## config.mk

```make
export PLATFORM = sky130hd
export DESIGN_NAME = order_receiver
export DESIGN_NICKNAME = d
export VERILOG_FILES = /design/src/rtl/order_receiver.sv
export SDC_FILE = /design/constraint.sdc
export NUM_CORES = 1
export LEC_CHECK = 0
export ABC_AREA = 1
export CAP_MARGIN = 10
export CORE_UTILIZATION = 35
export CTS_BUF_LIST = sky130_fd_sc_hd__clkbuf_4 sky130_fd_sc_hd__clkbuf_8
export CTS_CLUSTER_DIAMETER = 100
export DETAILED_ROUTE_END_ITERATION = 7
export GPL_ROUTABILITY_DRIVEN = 0
export HOLD_SLACK_MARGIN = 0.1
export SKIP_LAST_GASP = 1
export SLEW_MARGIN = 20
export SYNTH_ARGS = -nofsm -noshare
export SYNTH_HDL_FRONTEND = slang
export SYNTH_SLANG_ARGS = --single-unit
```

## constraint.sdc

```tcl
create_clock -name clock -period 2.4 [get_ports clock]
set_input_delay 0.24 -clock clock [delete_from_list [all_inputs] [get_ports clock]]
set_output_delay 0.24 -clock clock [all_outputs]
set_load 0.03 [all_outputs]
```

## src/rtl/order_receiver.sv

```systemverilog
// Serial order deserializer: synchronizes the data/enable lines, samples mid-bit,
// assembles 32-bit orders MSB first and queues them in a first-word-fall-through FIFO.
module order_receiver #(
  parameter int BIT_CYCLES = 6,
  parameter int FIFO_DEPTH = 4
) (
  input  logic                        clock,
  input  logic                        reset,
  input  logic                        data_ping_in,
  input  logic                        comEn,
  output logic [31:0]                 order_data,
  output logic                        order_valid,
  input  logic                        order_ready,
  output logic                        frame_err,
  output logic                        overflow,
  output logic [$clog2(FIFO_DEPTH):0] fifo_count,
  output logic                        busy
);
  localparam int AW = $clog2(FIFO_DEPTH);
  localparam int CW = AW + 1;
  localparam int PW = (BIT_CYCLES > 1) ? $clog2(BIT_CYCLES) : 1;
  localparam logic [PW-1:0] PH_LAST = PW'(BIT_CYCLES - 1);
  localparam logic [PW-1:0] PH_HALF = PW'(BIT_CYCLES / 2);
  localparam logic [CW-1:0] FULL_CNT = CW'(FIFO_DEPTH);

  typedef enum logic [1:0] {IDLE, RECV, DONE_WAIT} state_t;

  logic [2:0]    en_sync_q, en_sync_d;
  logic [1:0]    dat_sync_q, dat_sync_d;
  state_t        state_q, state_d;
  logic [PW-1:0] phase_q, phase_d;
  logic [5:0]    bitcnt_q, bitcnt_d;
  logic [31:0]   shift_q, shift_d;
  logic          push_q, push_d;
  logic          ferr_q, ferr_d;
  logic          ovf_q, ovf_d;
  logic [AW-1:0] wr_q, wr_d, rd_q, rd_d;
  logic [CW-1:0] count_q, count_d;
  logic [31:0]   head_q, head_d;
  logic [31:0]   mem_q [FIFO_DEPTH];

  logic en_s, en_d, data_s, pop, full, push_ok;

  assign en_s   = en_sync_q[1];
  assign en_d   = en_sync_q[2];
  assign data_s = dat_sync_q[1];

  always_comb begin
    en_sync_d  = {en_sync_q[1:0], comEn};
    dat_sync_d = {dat_sync_q[0], data_ping_in};
  end

  // Frame receiver; an abort always wins over a sample in the same cycle.
  always_comb begin
    state_d  = state_q;
    phase_d  = phase_q;
    bitcnt_d = bitcnt_q;
    shift_d  = shift_q;
    push_d   = 1'b0;
    ferr_d   = 1'b0;
    case (state_q)
      IDLE: if (en_s && !en_d) begin
        state_d  = RECV;
        phase_d  = '0;
        bitcnt_d = '0;
        shift_d  = '0;
      end
      RECV: if (!en_s) begin
        ferr_d  = 1'b1;
        state_d = IDLE;
      end else begin
        phase_d = (phase_q == PH_LAST) ? '0 : phase_q + PW'(1);
        if (phase_q == PH_HALF) begin
          shift_d  = {shift_q[30:0], data_s};
          bitcnt_d = bitcnt_q + 6'd1;
          if (bitcnt_q == 6'd31) begin
            state_d = DONE_WAIT;
            push_d  = 1'b1;
          end
        end
      end
      DONE_WAIT: if (!en_s) state_d = IDLE;
      default: state_d = IDLE;
    endcase
  end

  // FIFO bookkeeping; a pop on the push edge frees the slot a full FIFO needs.
  always_comb begin
    pop     = (count_q != '0) && order_ready;
    full    = (count_q == FULL_CNT);
    push_ok = push_q && (!full || pop);
    ovf_d   = push_q && full && !pop;
    wr_d    = push_ok ? wr_q + AW'(1) : wr_q;
    rd_d    = pop ? rd_q + AW'(1) : rd_q;
    count_d = count_q;
    if (push_ok && !pop)      count_d = count_q + CW'(1);
    else if (!push_ok && pop) count_d = count_q - CW'(1);
    head_d = head_q;
    if (count_d != '0)
      head_d = (push_ok && rd_d == wr_q) ? shift_q : mem_q[rd_d];
  end

  always_ff @(posedge clock or posedge reset) begin
    if (reset) begin
      en_sync_q  <= '0;
      dat_sync_q <= '0;
      state_q    <= IDLE;
      phase_q    <= '0;
      bitcnt_q   <= '0;
      shift_q    <= '0;
      push_q     <= 1'b0;
      ferr_q     <= 1'b0;
      ovf_q      <= 1'b0;
      wr_q       <= '0;
      rd_q       <= '0;
      count_q    <= '0;
      head_q     <= '0;
    end else begin
      en_sync_q  <= en_sync_d;
      dat_sync_q <= dat_sync_d;
      state_q    <= state_d;
      phase_q    <= phase_d;
      bitcnt_q   <= bitcnt_d;
      shift_q    <= shift_d;
      push_q     <= push_d;
      ferr_q     <= ferr_d;
      ovf_q      <= ovf_d;
      wr_q       <= wr_d;
      rd_q       <= rd_d;
      count_q    <= count_d;
      head_q     <= head_d;
    end
  end

  always_ff @(posedge clock) begin
    if (push_ok) mem_q[wr_q] <= shift_q;
  end

  assign order_data  = head_q;
  assign order_valid = (count_q != '0);
  assign frame_err   = ferr_q;
  assign overflow    = ovf_q;
  assign fifo_count  = count_q;
  assign busy        = (state_q != IDLE);
endmodule

```

==> results.yml, run 1 <==
run_status:
  outcome: "complete, but fails checks"
  violations: "design-rule violations"
cts:
  cts.clk_slew.worst_paths_ps: 60
  numCtsBuffers: 38
  post_cts_buffers: 0
  cts_sinks: 218
  htree_levels: 2
  clockRootBuffer: "clkbuf_8"
  clock_latency_ps: 520
  cts_tree: "done"
  clockBufferDepth: 3
yosys:
  ys_ff_latch: 218
  synthCells: 1020
  synth_ff_type: "edfxtp_1"
  async_reset_ff_frac: 0.4128
  synth_top_cells_by_area: "edfxtp_1, dfrtp_1, nand2_1"
  synth.yosys.seq_area_share: 0.6194
  synth-edff-count: 128
  syn_area_mm2: 0.009842
  synth_top_area_cell: "edfxtp_1"
  syn_avg_cell_area_um2: 9.649
  syn-num-nets: 1034
  yosysWarnings: 0
  synth_top_area_share: 0.3905
  synth.distinct_cells: 35
routing:
  route.detailed.drc: 1
  totalWireLength_mm: 23.54
  num_vias: 7073
  dr.first_iter.drc_count: 514
  detail_route.first_pass.iterations: 7
  ant_nets: 0
  avgRoutedWirePerCell_um: 15.80
  vias_per_cell: 4.747
global_route:
  antenna_found_initial: 0
  grt_usage: 0.1693
  grt_max_degree: 53
  grt_remaining_overflow: 0
  grt_pass1_vias: 6802
  grt_pass1_wl_mm: 37.79
critical_path:
  end_kind: "output port"
  cp-start-kind: "flop"
  worstSetupPathType: "flop to output port"
  critPathArrivalTime_ps: 2010
  worstPathMaxFanout: 6
  cp.required_ps: 2160
pwr:
  p_switching_uw: 5191
  ir_worst_vdd_uv: 607.5
  power.density_mw_per_mm2: 1131
  p_int_uw: 7899
  p_comb_frac: 0.401
  seqPwrFrac: 0.344
  leakage_uw: 0.005329
  switching_share: 0.3966
  clockPowerShare: 0.256
sta:
  drv_slew: 0
  max_slew.worst_pin.slew_ps: 489.0
  whs_ps: 166.3
  final.min_clock_period_ps: 2252
  fin_skew_ps: 12.03
  hold_viol_final: 0
  rsz0062_at_grt: "no"
  setup_slack_ps: 148.3
  max_freq_mhz: 444.1
  finalSetupViolCount: 0
  period_share: 0.9382
  slew_headroom: 0.6740
cells_and_area:
  nFillCells: 2724
  final_nets: 1097
  synthToLayoutAreaGrowth_pct: 17.58
  drive_gt1_frac: 0.1142
  stdcell_count: 1490
  n_antenna_cell: 0
die:
  initial_core_util: 0.3552
  ios: 44
  rows: 61
  die-height_um: 169.7
  core-area_mm2: 0.02771
  dieWidth_um: 169.7
  die_area_mm2: 0.02879
placed_design:
  post-place-cells: 1420
  numPortBuffers: 43
  dp_worst_setup_slack_ps: 30.92
  dp_hpwl_mm: 13.01
worst_hold_path:
  min_path_type: "primary input to flop"
job:
  maxCapViolCount: 0
==> cells in the mapped netlist, drive strengths merged, types with 2 or more instances <==
cell    instances
clkbuf          6
dfrtp          90
clkinv          2
a21oi           7
nand3         173
nand2         268
o22ai          30
inv           192
buf            48
edfxtp        128
nand4          32
ha              9
o21ai           7
nor2           17
==> layout by cell type, fill, tap and decap left out, types with 2 or more instances in the layout <==
cell type,netlist,layout
nand2_1,258,257
inv_1,186,185
nand3_1,170,170
edfxtp_1,128,128
dfrtp_1,90,90
clkdlybuf4s50_1,0,43
clkbuf_8,0,42
nand4_1,32,32
o22ai_1,30,30
buf_4,10,22
clkbuf_4,0,17
nor2_1,16,12
buf_12,0,10
ha_1,9,9
nand2_2,6,7
clkinv_1,2,6
a21oi_1,6,6
o21ai_0,6,6
inv_2,5,4
nand2_4,4,4
clkinv_2,0,4
nand3_2,3,3
nor2_4,1,3
clkinvlp_4,0,3
inv_4,1,2
nor2_2,0,2
==> critical path, cell delays in order, from the launching register on <==
cell             delay [ps]
dfrtp_1                 350
inv_1                    80
ha_1                    260
nand2_4                 120
clkdlybuf4s50_1         680
==> routing by layer <==
layer,wire length [µm],up-vias,global-route usage
met2,10820,213,0.2749
met3,1324,37,0.02705
li1,-,3448,-
met5,0,-,0
met4,448,0,0.04818
met1,10940,3375,0.2336
==> power groups by stage <==
stage | sequential (µW) | combinational [µW] | clock (µW)
3_5_place_dp | 4570 | 5260 | 0
2_1_floorplan | 5000 | 3200 | 0
3_3_place_gp | 4570 | 5190 | 0
5_1_grt | 4530 | 5790 | 3610
6_report | 4500 | 5240 | 3350
4_1_cts | 4500 | 5270 | 3430
==> cell families (layout without fill, tap and decap cells) <==
family | after synthesis | after routing | share of synthesized area
AO/OA/AOI/OAI | 49 | 49 | 0.03140
XOR/XNOR | 2 | 2 | 0.001780
adder cells (fa/ha/maj) | 9 | 9 | 0.01144
buffers and inverters | 248 | 340 | 0.1092
multiplexers | 1 | 1 | 0.001017
flip-flops | 218 | 218 | 0.6194
AND/OR/NAND/NOR | 493 | 493 | 0.2258
==> through the flow <==
stage                 util  instance area [µm²]  setup TNS, ps  power (µW)
global placement    0.3898                10800              0        9759
global route        0.4177                11570              0       13920
CTS                 0.4175                11570              0       13200
detailed placement  0.3898                10800              0        9825
floorplan                -                 9846         -65480        8200
finish              0.4177                11570              0       13090
==> layout make-up <==
class / count / area, µm² / share of cell area
Clock buffer: 59 / 705.7 / 0.06098
Clock inverter: 10 / 50.05 / 0.004325
Inverter: 194 / 737.0 / 0.06368
Multi-Input combinational cell: 554 / 2694 / 0.2328
Sequential cell: 218 / 6096 / 0.5268
Tap cell: 378 / 473.0 / 0.04087
Timing Repair Buffer: 77 / 817.0 / 0.07060
==> registers in the layout (all words and copies together) (netlist names) <==
register,flops
en_sync_q,3
order_data,32
fifo_count,3
push_q,1
dat_sync_q,2
bitcnt_q,6
frame_err,1
wr_q,2
mem_q,128
overflow,1
shift_q,32
rd_q,2
state_q,2
phase_q,3
==> worst paths after layout <==
check	from	to	slack [ps]	cells past startpoint
worst max-delay path	fifo_count[0]	order_valid	150	4
worst min-delay path	data_ping_in	dat_sync_q[0]	170	1
worst max register to register	fifo_count[0]	order_data[27]	180	13
worst min register to register	en_sync_q[0]	en_sync_q[1]	350	0
max in group asynchronous	reset	shift_q[26]	1100	4
min in group asynchronous	reset	shift_q[4]	650	3
==> timing repair <==
action / CTS / global route
hold buffers: 1 / 0
endpoints found under the hold margin: 17 / 0
gates resized for setup: 0 / 3
endpoints found under the setup margin: 0 / 5
Note: power is estimated with default switching activity, not from simulation.
==> inputs of run 2 (changes only) <==
Settings changed: CORE_UTILIZATION 35 to 57, PLACE_DENSITY set to 0.79.
==> results.yml, run 2 (synthesized netlist as in run 1, its figures left out) <==
cells_and_area:
  final_cell_mix: "nand2_1, inv_1, nand3_1, edfxtp_1, dfrtp_1"
  final_common_cell: "nand2_1"
  drive_gt1_frac: 0.1082
  nFillCells: 1304
  final_cell_area_mm2: 0.01129
  largest_reg_flops: 128
  n_antenna_cell: 0
  top_register: "mem_q"
  final_nets: 1087
  synthToLayoutAreaGrowth_pct: 14.68
cts:
  clock_latency_ps: 530
  cts_tree: "done"
  cts_sinks: 218
  numCtsBuffers: 36
  clockRootBuffer: "clkbuf_8"
  cts.clk_slew.worst_paths_ps: 60
  hold_buffers: 0
  htree_levels: 2
  clockBufferDepth: 3
sta:
  max_freq_mhz: 437.6
  drv_slew: 0
  slew_headroom: 0.6542
  rsz0062_at_grt: "no"
  fin_setup_tns_ps: 0
  whs_ps: 163.5
  period_share: 0.9521
  hold_viol_final: 0
  final.min_clock_period_ps: 2285
  finalSetupViolCount: 0
  fin_skew_ps: 20.24
  max_slew.worst_pin.slew_ps: 518.7
die:
  die_area_mm2: 0.01780
  ios: 44
  die-height_um: 133.4
  initial_core_util: 0.5893
  core-area_mm2: 0.01670
  rows: 47
  dieWidth_um: 133.4
critical_path:
  worstPathCellList: "inv_1 > ha_1 > nand2_4 > clkdlybuf4s50_1"
  crit_end: "order_valid"
  crit_path_top_delay_cell: "clkdlybuf4s50_1"
  worstSetupPathType: "flop to output port"
  r2r_start: "fifo_count[0]"
  cp-start-kind: "flop"
  max_stage_delay_ps: 680
  cp.required_ps: 2160
  worstPathMaxFanout: 6
  cp_num_buf_inv: 2
  crit_family: "buffers and inverters"
  reg2reg_slack_ps: 210
  r2r_cells: 13
  end_kind: "output port"
  critPathArrivalTime_ps: 2050
  timing.rr.end: "order_data[10]"
  crit_cells: 4
  crit_start: "fifo_count[0]"
global_route:
  antenna_found_initial: 0
  grt_remaining_overflow: 0
  grt_pass1_wl_mm: 35.80
  grt_pass1_vias: 6955
  grt_max_degree: 91
  grt_usage: 0.2588
routing:
  totalWireLength_mm: 21.94
  vias_per_cell: 5.449
  dr.first_iter.drc_count: 783
  ant_nets: 0
  detail_route.first_pass.iterations: 7
  route.detailed.drc: 0
  num_vias: 7193
  avgRoutedWirePerCell_um: 16.62
pwr:
  ir_worst_vdd_uv: 909.9
  total_power_uw: 12790
  power.density_mw_per_mm2: 1133
  leakage_uw: 0.005275
placed_design:
  numPortBuffers: 43
  dp_hpwl_mm: 11.91
  placed_cell_area_mm2: 0.01055
run_status:
  outcome: "finished, final reports clean"
job:
  maxCapViolCount: 0
worst_hold_path:
  min_path_type: "primary input to flop"
[run 2: area by class of cell]
type	instances	area, µm²	area share
inverter	194	737.0	0.06529
timing repair buffer	69	738.2	0.06540
multi-input combinational	554	2711	0.2402
tap	220	275.3	0.02439
sequential	218	6096	0.5401
clock inverter	8	45.04	0.003991
clock buffer	57	684.4	0.06064
[run 2: metrics by stage]
step / utilization / cells / setup slack (ps)
3_5_place_dp: 0.6316 / 1255 / 178.6
5_1_grt: 0.6758 / 1320 / 36.98
3_3_place_gp: 0.6316 / 1255 / 206.1
2_1_floorplan: - / 1020 / -511.6
4_1_cts: 0.6752 / 1320 / 88.67
6_report: 0.6758 / 1320 / 115.0
[run 2: worst min path at each step]
stage                 start            end  slack, ps  depth (start not counted)
6_report       data_ping_in  dat_sync_q[0]        160                          1
5_1_grt               comEn   en_sync_q[0]        160                          1
4_1_cts               comEn   en_sync_q[0]        150                          1
3_5_place_dp   en_sync_q[0]   en_sync_q[1]        340                          0
3_3_place_gp   en_sync_q[0]   en_sync_q[1]        330                          0
2_1_floorplan  data_ping_in  dat_sync_q[0]        270                          0
[run 2: per-layer routing]
layer | GRT usage | part of all wire
met1 | 0.3433 | 0.41
met2 | 0.4277 | 0.49
met3 | 0.04985 | 0.079
met4 | 0.09280 | 0.019
met5 | 0 | 0
[run 2: where the power goes]
group | switching, µW | internal, µW
Combinational | 3410 | 1650
Clock | 1430 | 1820
Sequential | 211 | 4270
Total | 5050 | 7740
[run 2: timing repair]
item,4_1_cts,5_1_grt
resized for setup,0,3
setup endpoints to repair,0,4
buffers inserted,0,0
